`src/rtl/ram_2port.sv`:
```
// Simple dual-port RAM: one write port, one registered read port, one clock.
// Read-during-write to the same address returns the old word.
module ram_2port #(
    parameter int DATA_W = 8,
    parameter int ADDR_W = 8
) (
    input  logic              sclk,
    input  logic              srst_n,
    input  logic [DATA_W-1:0] data,
    input  logic [ADDR_W-1:0] wraddress,
    input  logic              wren,
    input  logic [ADDR_W-1:0] rdaddress,
    input  logic              rden,
    output logic [DATA_W-1:0] q,
    output logic              q_valid
);

    localparam int DEPTH = 2 ** ADDR_W;

    // Zero at power-up; reset never touches the array.
    logic [DATA_W-1:0] mem [DEPTH] = '{default: '0};

    always_ff @(posedge sclk or negedge srst_n) begin
        if (!srst_n) begin
            q       <= '0;
            q_valid <= 1'b0;
        end else begin
            if (wren) begin
                mem[wraddress] <= data;
            end
            if (rden) begin
                q <= mem[rdaddress];
            end
            q_valid <= rden;
        end
    end

endmodule

```
`config.mk`:
```
export PLATFORM = sky130hd
export DESIGN_NAME = ram_2port
export DESIGN_NICKNAME = d
export VERILOG_FILES = /design/src/rtl/ram_2port.sv
export SDC_FILE = /design/constraint.sdc
export NUM_CORES = 2
export LEC_CHECK = 0
export BUFFER_PORTS_ARGS = -buffer_cell sky130_fd_sc_hd__buf_2
export CAP_MARGIN = 20
export CORE_UTILIZATION = 35
export CTS_CLUSTER_SIZE = 20
export DETAILED_ROUTE_END_ITERATION = 10
export GPL_TIMING_DRIVEN = 0
export HOLD_SLACK_MARGIN = 0.12
export RECOVER_POWER = 100
export REMOVE_ABC_BUFFERS = 1
export SYNTH_ARGS = -nofsm -noshare
export SYNTH_HDL_FRONTEND = slang
export SYNTH_SLANG_ARGS = --single-unit
```
`constraint.sdc`:
```
create_clock -name sclk -period 2.2 [get_ports sclk]
set_input_delay 0.55 -clock sclk [delete_from_list [all_inputs] [get_ports sclk]]
set_output_delay 0.55 -clock sclk [all_outputs]
set_load 0.03 [all_outputs]
```
Word level (Yosys, flattened, before mapping)
Memories as Yosys holds them, arrays and structs flattened. A register that Yosys moved wholly into a read port is not among the register bits.
Index checks and enable logic that the tools add are counted.
- reductions and logical operators: 2
- mux-type cells: 2
- operators with widths (kind ; count):
    2-to-1 mux 1 bit ; 2
    logical AND 1 bit ; 1
    logical NOT 1 bit ; 1
- bits in writable memories: 2048
- logic and storage cells: 6
- memories kept: 1
- bits of input ports: 28
- flip-flop bits (word level): 1
- memory list (name ; words ; bits a word ; rd ports ; clocked after Yosys merged registers in ; wr ports ; line ; text):
    mem ; 256 ; 8 ; 1 ; 1 ; 1 ; 21 ; logic [DATA_W-1:0] mem [DEPTH] = '{default: '0};

Longest topological paths before layout
- depth after elaboration: 3
- depth in mapped cells: 13

Least setup slack after synthesis
No wires, ideal clock.
- path type: input port to flip-flop
- from: input rdaddress[0]
- to: register q[6], read port of mem
- slack: -301 ps
- buffers on the path: 4
- data arrival time: 2375 ps
- stages on the path: 9
- data required time: 2074 ps
- cells stage by stage: buf_6 > buf_12 > buf_6 > buf_6 > mux4_2 > a211oi_1 > o21ai_0 > o311a_1 > a221o_1
- RTL lines (element ; line ; text):
    start: declaration ; 12 ; input logic [ADDR_W-1:0] rdaddress,
    end: declaration ; 14 ; output logic [DATA_W-1:0] q,

Final worst setup path
- from: input srst_n
- to: memory mem[248][5] (enable)
- longest elaborated chain between the ends: 2
- ends and longest elaborated chain (element ; line ; text):
    start: declaration ; 8 ; input logic srst_n,
    logical AND 1 bit (implied by the code) ; 29 ; mem[wraddress] <= data;
    2-to-1 mux 1 bit (implied by the code) ; 29 ;
    end: declaration ; 21 ;
Every way passes these cells.

==> run metrics <==
Die Width 480.5 um; RSZ-0062 raised after global routing true; Max Cap Viol 5; wire length per cell 31.36 um; die area 230,900 um^2; std cell rows around 180; setup_tns -67,950 ps; Setup crit start kind primary input; pre-CTS setup slack -3301 ps; Async SR Flop Fraction 0.4375%; metal3 WL roughly 20 mm; FMAX 415.1 MHz; Top FF cell, synth edfxtp_1; Final Hold Vio Count 0; synthesized instance count a little under 4,000; worst reg2reg path depth 6; NumNets Final 4,259; commonest cells in the netlist 2,048 x edfxtp_1, 363 x mux4_2, 293 x mux2i_1; top-count cell post-synth edfxtp_1; final period utilization 109.5%; gpl congestion 0.8075; Synth warnings 0; worst reg-to-reg setup slack -70 ps; Final Max Tran Viols roughly 630; clk_lat worst skew 830 ps; vias in the first global route just over 40,000; static leakage 29.68 nW; violated checks max-capacitance violations, max-slew violations, negative setup slack; TritonCTS Sinks 2,057; residual DRC count 0; worst-path maximum fanout 19; placed instance area about 84,000 um^2; Critical Path RT 2650 ps; Final Skew 25.52 ps; syn_area_per_cell 20.41 um^2; Worst Tran Pin Value 2220 ps; CTS tree built; post-DP HPWL 123.7 mm; WHS Path Cells 2; initial cell density of the core 35.23%; port bufs 36; post-route ant nets 0; Finish-stage setup viols 959; Area Growth Syn to Fin 19.14%; initial DRC count about 4,600; initial antenna violation count 14; Tot GR Track Use between 15 and 20%; largest net degree at the start of global routing approximately 150; finished layout cell area around 95,000 um^2; Final WS setup -209.3 ps; Pwr Density 851.0 nW/um^2; first drt pass iteration count 5; routed wl met2 111.6 mm; DR top layer met5; relative slew slack -47.97%; Worst setup EP type flip-flop; root buf cell clkbuf_16; WL final approximately 230 mm; # IOs 37; Area contributors post-synth edfxtp_1 77%, mux4_2 10%, mux2i_1 3.7%; count of cell types in the netlist 57; Synth top area share 76.74%; leading area contributor after synthesis edfxtp_1; Num CTS Buffers 203; Arr. time, crit path 2860 ps; core area roughly 230,000 um^2; vias post-DR approximately 42,000; H-tree depth 4; Period minus WS final 2409 ps; critical path class in -> reg; hold crit path type in -> reg; Finished Core Util 41.97%; Yosys reg bits between 2,000 and 2,500; first-pass GRT wire length about 320 mm; CTS clk-pin slew, worst paths 60 ps; Seq/Total Area, Yosys between 70% and 80%; Tot Pwr 81.25 mW; GRT overflow 0; met1 WL 92.25 mm; CTS max path bufs 3; Post-synth EDFFs 2,048; synthesized area 80,140 um^2; Peak VDD IR 0.5884 mV; outcome finished with violations; Die Span Y 480.5 um; vias per inst 5.694; share of layout cells above drive strength 1 between 30 and 40%
## critical path: stages
cell and delay (ps):
buf_2 130, and2_2 630, nand3_4 110, clkbuf_2 340, clkbuf_2 370, nor2_1 710
## state kept, by name, indices dropped and copies added (netlist names)
signal	flops
mem	2048
q	8
q_valid	1
## worst paths after layout
check	start	endpoint
worst min-delay path	rden	q[7]
max in group asynchronous	srst_n	q[6]
worst max-delay path	srst_n	mem[248][5]
min in group asynchronous	srst_n	q_valid
worst max register to register	mem[31][6]	q[6]
worst min register to register	q[5]	q[5]
## cells by family after synthesis
logic type      after synthesis  share of synthesized area [%]
flops                      2057                          77.02
simple gates                519                          2.778
compound gates              423                          3.677
mux                         677                          14.53
buf+inv                     250                          1.994
## report_power, final
group / switching, mW / leakage [nW] / total [mW] / internal [mW]
clock: 14.4 / 3.00 / 32.8 / 18.3
combinational: 3.29 / 8.17 / 5.20 / 1.91
sequential: 0.0843 / 18.5 / 43.3 / 43.2
## per-stage QoR
step | instances | hold slack (ps)
after floorplan | 3682 | 254.4
after global placement | 6727 | 517.9
after detailed placement | 6779 | 525.1
after CTS | 7285 | 177.0
after global routing | 7405 | 188.6
final | 7408 | 209.2
## area by class of cell
cell class | instances | area [um^2]
fillers | 19460 | 132000
well taps | 3009 | 3765
flip-flops and latches | 2057 | 61730
multi-input cells | 1626 | 19270
inverters | 6 | 37.54
clock buffers | 267 | 5468
diodes | 5 | 12.51
repair buffers | 337 | 4486
clock inverters | 101 | 713.2
## layout by cell type (no fill, tap or decap), types with 35 or more instances in the layout
master	n
o22ai_1	83
clkbuf_16	216
a22oi_1	46
nor2_2	218
buf_16	51
clkbuf_1	66
nand2_1	79
mux2i_1	282
buf_4	145
nor2_1	35
edfxtp_1	2048
mux4_2	368
o221ai_1	48
a21oi_1	39
clkinv_1	56
## routing by layer
| layer | vias up | global-route usage [%] |
|---|---|---|
| met5 | - | 0 |
| met4 | 7 | 6.856 |
| met3 | 404 | 3.268 |
| met2 | 2205 | 31.64 |
| met1 | 22530 | 26.82 |
| li1 | 17040 | - |
## timing repair
item	4_1_cts	5_1_grt
hold endpoints to repair	10	0
pin swaps	60	76
gates cloned	49	8
hold buffers	2	0
endpoints found under the setup margin	2060	1806
resized for setup	332	361
setup buffers	88	115
Power figures use the tool's default switching activity.
